--- config.mk ---
export PLATFORM = sky130hd
export DESIGN_NAME = pll_dlf_pi
export DESIGN_NICKNAME = d
export VERILOG_FILES = /design/src/rtl/pll_dlf_pkg.sv /design/src/rtl/dlf_sat_round.sv /design/src/rtl/pll_dlf_pi.sv
export SDC_FILE = /design/constraint.sdc
export NUM_CORES = 1
export LEC_CHECK = 0
export ABC_AREA = 1
export CELL_PAD_IN_SITES_DETAIL_PLACEMENT = 0
export CELL_PAD_IN_SITES_GLOBAL_PLACEMENT = 2
export CORE_MARGIN = 3
export CORE_UTILIZATION = 37
export CTS_BUF_LIST = sky130_fd_sc_hd__clkbuf_4 sky130_fd_sc_hd__clkbuf_8
export CTS_CLUSTER_DIAMETER = 200
export DETAILED_ROUTE_END_ITERATION = 6
export PLACE_DENSITY_LB_ADDON = 0.1
export SLEW_MARGIN = 20
export SYNTH_ARGS = -nofsm -noshare
export SYNTH_HDL_FRONTEND = slang
export SYNTH_SLANG_ARGS = --single-unit
--- constraint.sdc ---
create_clock -name clk -period 14.04 [get_ports clk]
set_input_delay 1.404 -clock clk [delete_from_list [all_inputs] [get_ports clk]]
set_output_delay 1.404 -clock clk [all_outputs]
set_load 0.005 [all_outputs]
--- src/rtl/pll_dlf_pkg.sv ---
// Shared definitions for the PI digital loop filter: mode encodings,
// the state-width legality rule and a reference round/clamp helper.
package pll_dlf_pkg;

  typedef enum logic [1:0] {
    DLF_P      = 2'b00,  // proportional only, integrator held
    DLF_PI     = 2'b01,  // proportional + integral
    DLF_PIP    = 2'b10,  // PI plus single extra pole
    DLF_PI_ALT = 2'b11   // behaves as DLF_PI
  } dlf_mode_e;

  // State must hold the clamped integrator plus a full 15-bit-shifted error.
  function automatic bit acc_w_legal(input int acc_w, input int out_w,
                                     input int frac_w, input int in_w);
    int a;
    int b;
    a = out_w + frac_w + 2;
    b = in_w + 16;
    return acc_w >= ((a > b) ? a : b);
  endfunction

  // Round half up from FRAC_W fractional bits, then clamp to the code range.
  function automatic longint dlf_round_clamp(input longint y, input int frac_w,
                                             input int out_w);
    longint r;
    longint cmax;
    r    = (y + (longint'(1) <<< (frac_w - 1))) >>> frac_w;
    cmax = (longint'(1) <<< out_w) - 1;
    if (r < 0)    return 0;
    if (r > cmax) return cmax;
    return r;
  endfunction

endpackage

--- src/rtl/dlf_sat_round.sv ---
// Fixed-point filter state to DCO code: round half up, clamp, flag the clamp.
module dlf_sat_round
  import pll_dlf_pkg::*;
#(
  parameter int ACC_W  = 24,
  parameter int OUT_W  = 10,
  parameter int FRAC_W = 8
) (
  input  logic signed [ACC_W-1:0] y,
  output logic        [OUT_W-1:0] code,
  output logic                    sat_hi,
  output logic                    sat_lo
);

  localparam logic signed [ACC_W:0] HALF = (ACC_W+1)'(1) <<< (FRAC_W - 1);
  localparam logic signed [ACC_W:0] CMAX = (ACC_W+1)'((2**OUT_W) - 1);

  // One guard bit so adding the half LSB can never wrap.
  logic signed [ACC_W:0] y_rnd;
  logic signed [ACC_W:0] r;

  assign y_rnd = $signed({y[ACC_W-1], y}) + HALF;
  assign r     = y_rnd >>> FRAC_W;

  // Clamp to [0, 2^OUT_W-1]; a value landing exactly on a bound is not a clamp.
  always_comb begin
    code   = r[OUT_W-1:0];
    sat_hi = 1'b0;
    sat_lo = 1'b0;
    if (r < 0) begin
      code   = '0;
      sat_lo = 1'b1;
    end else if (r > CMAX) begin
      code   = '1;
      sat_hi = 1'b1;
    end
  end

endmodule

--- src/rtl/pll_dlf_pi.sv ---
// Two-stage PI(+pole) digital loop filter: phase error in, unsigned DCO code out.
// Stage 1 updates the anti-windup integrator and forms sum = acc + p;
// stage 2 optionally low-passes sum through the pole and rounds to the code.
module pll_dlf_pi
  import pll_dlf_pkg::*;
#(
  parameter int IN_W      = 8,
  parameter int OUT_W     = 10,
  parameter int FRAC_W    = 8,
  parameter int ACC_W     = 24,
  parameter int INIT_CODE = 512
) (
  input  logic                   clk,
  input  logic                   rstb,
  input  logic                   in_vld,
  input  logic signed [IN_W-1:0] err,
  input  logic        [3:0]      kp_sh,
  input  logic        [3:0]      ki_sh,
  input  logic        [1:0]      mode,
  input  logic        [2:0]      pole_sh,
  input  logic                   freeze,
  input  logic                   load,
  input  logic        [OUT_W-1:0] load_val,
  output logic                   out_vld,
  output logic        [OUT_W-1:0] code,
  output logic                   sat_hi,
  output logic                   sat_lo
);

  if (!acc_w_legal(ACC_W, OUT_W, FRAC_W, IN_W)) begin : g_acc_w_chk
    $error("pll_dlf_pi: ACC_W too narrow for OUT_W/FRAC_W/IN_W");
  end

  localparam logic signed [ACC_W-1:0] INIT_Q  = ACC_W'(INIT_CODE) <<< FRAC_W;
  localparam logic signed [ACC_W-1:0] ACC_MAX = ACC_W'((2**OUT_W) - 1) <<< FRAC_W;

  logic signed [ACC_W-1:0] acc, sum, y;
  logic signed [ACC_W-1:0] err_x, p, inc, acc_add, acc_n, load_q, y_new;
  logic signed [ACC_W:0]   diff, step, y_step;
  logic                    v1, pole_q, integ_en;
  logic        [2:0]       sh_q;
  logic        [OUT_W-1:0] code_n;
  logic                    hi_n, lo_n;

  assign err_x    = {{(ACC_W-IN_W){err[IN_W-1]}}, err};
  assign p        = err_x <<< kp_sh;
  assign inc      = err_x <<< ki_sh;
  assign integ_en = (mode != DLF_P) && !freeze;
  assign load_q   = ACC_W'(load_val) <<< FRAC_W;

  // Integrator update with anti-windup clamp to the representable code range.
  always_comb begin
    acc_add = acc + (integ_en ? inc : '0);
    acc_n   = acc_add;
    if (acc_add < 0)            acc_n = '0;
    else if (acc_add > ACC_MAX) acc_n = ACC_MAX;
  end

  // Pole: y += (sum - y) >>> sh. Difference carried one bit wider since sum
  // and y may sit at opposite ends of their range; the result lies between
  // them and so always fits back into ACC_W bits.
  assign diff   = $signed({sum[ACC_W-1], sum}) - $signed({y[ACC_W-1], y});
  assign step   = diff >>> sh_q;
  assign y_step = $signed({y[ACC_W-1], y}) + step;
  assign y_new  = pole_q ? y_step[ACC_W-1:0] : sum;

  dlf_sat_round #(
    .ACC_W (ACC_W),
    .OUT_W (OUT_W),
    .FRAC_W(FRAC_W)
  ) u_sat_round (
    .y     (y_new),
    .code  (code_n),
    .sat_hi(hi_n),
    .sat_lo(lo_n)
  );

  // Stage 1: integrator, unclamped proportional sum, pole settings for stage 2.
  always_ff @(posedge clk or negedge rstb) begin
    if (!rstb) begin
      acc    <= INIT_Q;
      sum    <= INIT_Q;
      v1     <= 1'b0;
      pole_q <= 1'b0;
      sh_q   <= '0;
    end else if (load) begin
      acc <= load_q;
      sum <= load_q;
      v1  <= 1'b0;
    end else begin
      v1 <= in_vld;
      if (in_vld) begin
        acc    <= acc_n;
        sum    <= acc_n + p;
        pole_q <= (mode == DLF_PIP) && (pole_sh != 3'd0);
        sh_q   <= pole_sh;
      end
    end
  end

  // Stage 2: pole state, registered code and clamp flags, one-cycle out_vld.
  always_ff @(posedge clk or negedge rstb) begin
    if (!rstb) begin
      y       <= INIT_Q;
      code    <= OUT_W'(INIT_CODE);
      out_vld <= 1'b0;
      sat_hi  <= 1'b0;
      sat_lo  <= 1'b0;
    end else if (load) begin
      y       <= load_q;
      code    <= load_val;
      out_vld <= 1'b0;
      sat_hi  <= 1'b0;
      sat_lo  <= 1'b0;
    end else begin
      out_vld <= v1;
      if (v1) begin
        y      <= y_new;
        code   <= code_n;
        sat_hi <= hi_n;
        sat_lo <= lo_n;
      end
    end
  end

endmodule

=== Word level (Yosys, flattened, before mapping) ===
Index checks and enable logic that the tools add are counted.

* Add/sub/neg operators: 5
* $mul: 0
* Div/mod/pow operators: 0
* $lt $le $gt $ge: 4
* Equal/unequal tests: 1
* Shifts and indexed selects: 3
* Mux-type cells: 23
* Bitwise operators: 1
* Reduce and logical (&&, ||, !) cells: 8

{| class="wikitable"
|+ Operators by type and width
! kind !! number
|-
| 2-to-1 mux 24 bit || 10
|-
| adder 24 bit || 3
|-
| <<< shifter 8 x 4 -> 24 bit || 2
|-
| 2-to-1 mux 10 bit || 4
|-
| adder 24 x 9 -> 25 bit, second input constant || 1
|-
| >>> shifter 25 x 3 -> 24 bit || 1
|-
| subtractor 24 x 24 -> 25 bit || 1
|-
| greater-than comparator 24 x 19 -> 1 bit, second input constant || 1
|-
| less-than comparator 24 x 1 -> 1 bit, second input constant || 1
|-
| greater-than comparator 17 x 11 -> 1 bit, second input constant || 1
|-
| less-than comparator 17 x 1 -> 1 bit, second input constant || 1
|-
| 2-to-1 mux 1 bit || 9
|-
| nonzero test 2 bit || 3
|-
| nonzero test 3 bit || 1
|-
| equality test 2 bit, second input constant || 1
|-
| logical AND 1 bit || 2
|-
| AND reduction 2 bit || 1
|-
| logical NOT 1 bit || 1
|-
| NOT 1 bit || 1
|}

* Flip-flop bits (word level): 90
* Latch bits: 0
* Memory bits (writable): 0
* Memory bits (read-only): 0
* Bits of input ports: 36
* Output and inout port bits: 13
* Logic and storage cells: 55
* Memories kept: 0

=== Depth between registers and ports, before layout ===
* Depth after elaboration: 10
* Gate-level depth with buffers: 45
* Depth with buffers taken out: 45

=== Modules after synthesis ===
Synthesis repeated with hierarchy kept, for this count alone.

* Cell total of the unflattened synthesis: 1768
* Area total of the unflattened synthesis: 10963.0 um2

{| class="wikitable"
|+ By module, submodules not included
! module !! instances !! cells an instance !! area an instance (um2) !! seq. area each (um2)
|-
| pll_dlf_pi || 1 || 1664 || 10410.0 || 2232.1
|-
| dlf_sat_round || 1 || 104 || 553.0 || 0.0
|}

=== Worst setup path after synthesis ===
Ideal clock, no wire load.

* Path kind: input -> register
* Start point: input ki_sh[0]
* End point: register sum[21]
* Library setup time: 0.133 ns
* Arrival: 6.400 ns
* Required time: 13.907 ns
* Slack: 7.507 ns
* Cell stages on the path: 40
* Buffers on the path: 1
* Path through: clkbuf_1 o21ai_0 nand2_1 o21ai_0 o21ai_0 nor2_1 ha_1 nand2_1 or2_2 nand3_2 nand2_2 nand2_2 nand2_2 nand2_2 a21oi_4 xor2_2 nand2_2 nor2_2 (+4 left out) inv_1 nand2_1 inv_1 ha_1 a21oi_1 nand2_1 inv_1 nor2_1 nor2_1 o21ai_1 a21boi_0 o21ai_1 a21boi_0 o21ai_1 a21oi_1 o21ai_1 nor2_1 o22ai_1

* Word-level cells in the longest chain between the ends: 9
* Elaborated cells on any way between the ends: 10
* Those cells by class: add/sub (2); order compare (2); shift (1); mux (5)

{| class="wikitable"
|+ Ends and longest elaborated chain
! item !! RTL line !! text
|-
| from (decl) || pll_dlf_pi.sv:18 || <nowiki>input logic [3:0] ki_sh,</nowiki>
|-
| <<< shifter 8 x 4 -> 24 bit * || pll_dlf_pi.sv:47 || <nowiki>assign inc = err_x <<< ki_sh;</nowiki>
|-
| 2-to-1 mux 24 bit * || pll_dlf_pi.sv:53 || <nowiki>acc_add = acc + (integ_en ? inc : '0);</nowiki>
|-
| adder 24 bit * || pll_dlf_pi.sv:53 ||
|-
| greater-than comparator 24 x 19 -> 1 bit || pll_dlf_pi.sv:56 || <nowiki>else if (acc_add > ACC_MAX) acc_n = ACC_MAX;</nowiki>
|-
| 2-to-1 mux 24 bit || pll_dlf_pi.sv:56 ||
|-
| 2-to-1 mux 24 bit * || pll_dlf_pi.sv:55 || <nowiki>if (acc_add < 0) acc_n = '0;</nowiki>
|-
| adder 24 bit * || pll_dlf_pi.sv:94 || <nowiki>sum <= acc_n + p;</nowiki>
|-
| 2-to-1 mux 24 bit * || pll_dlf_pi.sv:92 || <nowiki>if (in_vld) begin</nowiki>
|-
| 2-to-1 mux 24 bit * || pll_dlf_pi.sv:86 || <nowiki>end else if (load) begin</nowiki>
|-
| to (signal assigned) || pll_dlf_pi.sv:88 || <nowiki>sum <= load_q;</nowiki>
|-
| to (signal assigned) || pll_dlf_pi.sv:94 ||
|-
| to (decl) || pll_dlf_pi.sv:37 || <nowiki>logic signed [ACC_W-1:0] acc, sum, y;</nowiki>
|}

Every way passes the cells marked *; elsewhere a longest branch is shown, timed or not. The select of a mux whose other input is x is not followed.
A chain may end at the register's enable or synchronous reset.

=== Final worst setup path ===
Same ends and word-level chain as after synthesis.

==> results.sh <==
export IMPL_power_per_cell_area_nw_per_um2=127.0
export IMPL_rows=62
export IMPL_slowest_delay_ps=690
export IMPL_gp_congestion=0.9107
export IMPL_synthFlopType="dfrtp_1"
export IMPL_hold_buffers=0
export IMPL_die_area_um2=31950
export IMPL_period_share_pct=58.51
export IMPL_syn_to_final_growth_pct=9.824
export IMPL_grt_ovfl_total=0
export IMPL_initial_core_util_pct=37.96
export IMPL_cts_tree="yes"
export IMPL_io_pins=49
export IMPL_first_iter_violations=573
export IMPL_p_leak_nw=6.248
export IMPL_die_x_um=178.8
export IMPL_fin_crit_ps=8215
export IMPL_fillers=3313
export IMPL_cp_end_kind="flop"
export IMPL_cp_arrival_ps=8510
export IMPL_viasPerCell=5.156
export IMPL_hp_class="reg -> reg"
export IMPL_status="finished, final reports clean"
export IMPL_grt_start_max_net_pins=57
export IMPL_rsz0062_at_grt="no"
export IMPL_drt_wirelength_per_cell_um=17.91
export IMPL_clock_fmax_mhz=121.7
export IMPL_antenna_found_initial=0
export IMPL_crit_top_cell="nand2_1"
export IMPL_slew_viol_final=0
export IMPL_clock_skew_ps=20.58
export IMPL_vias=11560
export IMPL_relSlewSlack_pct=40.86
export IMPL_synthCells=1826
export IMPL_place_worst_setup_slack_ps=5465
export IMPL_met1_usage_pct=30.87
export IMPL_worstPathRequired_ps=14330
export IMPL_worstMarginPinSlew_ps=886.1
export IMPL_met2_usage_pct=46.36
export IMPL_cts_resized_gates=0
export IMPL_drv_cap=0
export IMPL_insertion_delay_ps=400
export IMPL_ys_ff_latch=89
export IMPL_track_usage_pct=25.67
export IMPL_clock_sink_count=89
export IMPL_io_buffers=48
export IMPL_clkTransAtPathRegs_ps=100
export IMPL_grt_pass1_vias=11530
export IMPL_die_height_um=178.8
export IMPL_htreeDepth=3
export IMPL_synth_area_um2=11040
export IMPL_synth_edff_count=0
export IMPL_synthArstFlopShare_pct=100.0
export IMPL_grt_util_met3_pct=2.626
export IMPL_coreArea_um2=29090
export IMPL_ys_warn_count=0
export IMPL_fin_ws_ps=5825
export IMPL_cts_root_buf="clkbuf_8"
export IMPL_diodes=0
export IMPL_hpwl_um=34210
export IMPL_post_cts_buffers=0
export IMPL_fin_cells=2242
export IMPL_slowest_stage="clkdlybuf4s50_1"
export IMPL_cts_buffers=9
export IMPL_final_hold_viol_count=0
export IMPL_drive_gt1_share_pct=3.929
export IMPL_finalSetupTns_ps=0
export IMPL_grt_pass1_wl_um=62850
export IMPL_cts_buffer_depth=2
export IMPL_syn_avg_cell_area_um2=6.047
export IMPL_ys_seq_area_share_pct=20.22
export IMPL_remaining_drc_errors=0
export IMPL_firstDrtPassIters=5
export IMPL_busiest_layer="met2"
export IMPL_cp_max_fo=14
export IMPL_wirelength_um=40150
export IMPL_dp_cells=2226
export IMPL_ant_nets=0
export IMPL_hold_slack_ps=493.0
export IMPL_path_class="in -> reg"
export IMPL_nets=1987
export IMPL_setup_viol=0
export IMPL_synthDistinctLibCells=50
export IMPL_ir_drop_v=0.00004684
export IMPL_start_kind="input pin"
where the power goes:
part | internal (mW) | total (mW) | switching (mW)
Sequential | 0.284 | 0.315 | 0.0311
Clock | 0.103 | 0.212 | 0.109
Combinational | 0.341 | 1.01 | 0.672
sequential cells by signal, indices dropped and copies added (netlist names):
register / count
acc: 23
sh_q: 3
code: 10
out_vld: 1
sat_lo: 1
v1: 1
y: 24
sum: 24
sat_hi: 1
pole_q: 1
layout make-up:
cell class                 count  area [um^2]  share of cell area [%]
clock buffer                  10        131.4                   1.083
sequential                    89         2232                   18.41
clock inverter                 6        90.09                  0.7429
tap                          384        480.5                   3.962
inverter                     258        968.4                   7.986
timing repair buffer          56        538.0                   4.437
multi-input combinational   1439         7686                   63.38
metal layers:
metal  vias up  wire, um
li1       6029         -
met1      5300     17660
met2       164     19850
met3        67       889
met4         0      1743
met5         -         0
critical path, delay by kind of cell:
| kind | cells | cell delay, ps |
|---|---|---|
| adders and majority gates | 2 | 730 |
| buffers and inverters | 4 | 870 |
| AOI/OAI and AO/OA | 15 | 3090 |
| and+or+nand+nor | 20 | 2360 |
worst paths after layout:
check                      slack (ps)  cells past startpoint                   to               start
setup / recovery                 5830                     41  sum[21]$_DFFE_PN0P_            ki_sh[0]
hold / removal                    490                      2   acc[0]$_DFFE_PN0P_  acc[0]$_DFFE_PN0P_
setup reg to reg                 7900                     37  code[8]$_DFFE_PN0P_  sum[0]$_DFFE_PN0P_
hold reg to reg                   490                      2   acc[0]$_DFFE_PN0P_  acc[0]$_DFFE_PN0P_
max in group asynchronous       11930                      2     y[6]$_DFFE_PN0P_                rstb
min in group asynchronous         930                      1    y[23]$_DFFE_PN0P_                rstb
cell usage after synthesis, types with 7 or more instances:
| master | number | area share (%) |
|---|---|---|
| a21boi_0 | 9 | 0.61 |
| a21oi_1 | 126 | 5.7 |
| a21oi_2 | 8 | 0.63 |
| clkbuf_1 | 39 | 1.3 |
| dfrtp_1 | 85 | 19 |
| ha_1 | 94 | 11 |
| inv_1 | 253 | 8.6 |
| mux2i_1 | 9 | 0.82 |
| nand2_1 | 556 | 19 |
| nand2_2 | 9 | 0.51 |
| nand3_1 | 135 | 6.1 |
| nand4_1 | 20 | 1.1 |
| nor2_1 | 136 | 4.6 |
| nor3_1 | 20 | 0.91 |
| o211ai_1 | 9 | 0.61 |
| o21ai_0 | 145 | 6.6 |
| o21ai_1 | 7 | 0.32 |
| o21bai_1 | 10 | 0.68 |
| o221ai_1 | 8 | 0.63 |
| o22ai_1 | 23 | 1.3 |
| or2_2 | 11 | 0.62 |
| xnor2_1 | 24 | 1.9 |
| xor2_1 | 35 | 2.8 |
placed cells by master (no fill, tap or decap), drive strengths merged, types with 24 or more instances in the layout:
master           n
a21oi          135
xor2            36
clkdlybuf4s50   47
o21ai          153
nor2           139
dfrtp           85
nand2          565
inv            258
ha              94
nand3          137
xnor2           24
logic make-up after synthesis:
group                      Yosys count  share of synthesized area, %
other                                1                       0.03396
buffers and inverters              302                         10.36
muxes                                9                        0.8159
adders and majority gates           98                         11.38
xor gates and xnor gates            60                         4.827
and+or+nand+nor                    903                         33.85
AOI/OAI and AO/OA                  364                         18.53
DFF                                 89                         20.22
metrics by stage:
step	utilization, %	total power [mW]	area, um^2
6_report	41.69	1.540	12130
5_1_grt	41.69	1.696	12130
4_1_cts	41.69	1.550	12130
3_5_place_dp	40.92	1.329	11910
3_3_place_gp	40.92	1.334	11910
2_1_floorplan	-	1.044	11060
(Power assumes the default switching activity.)
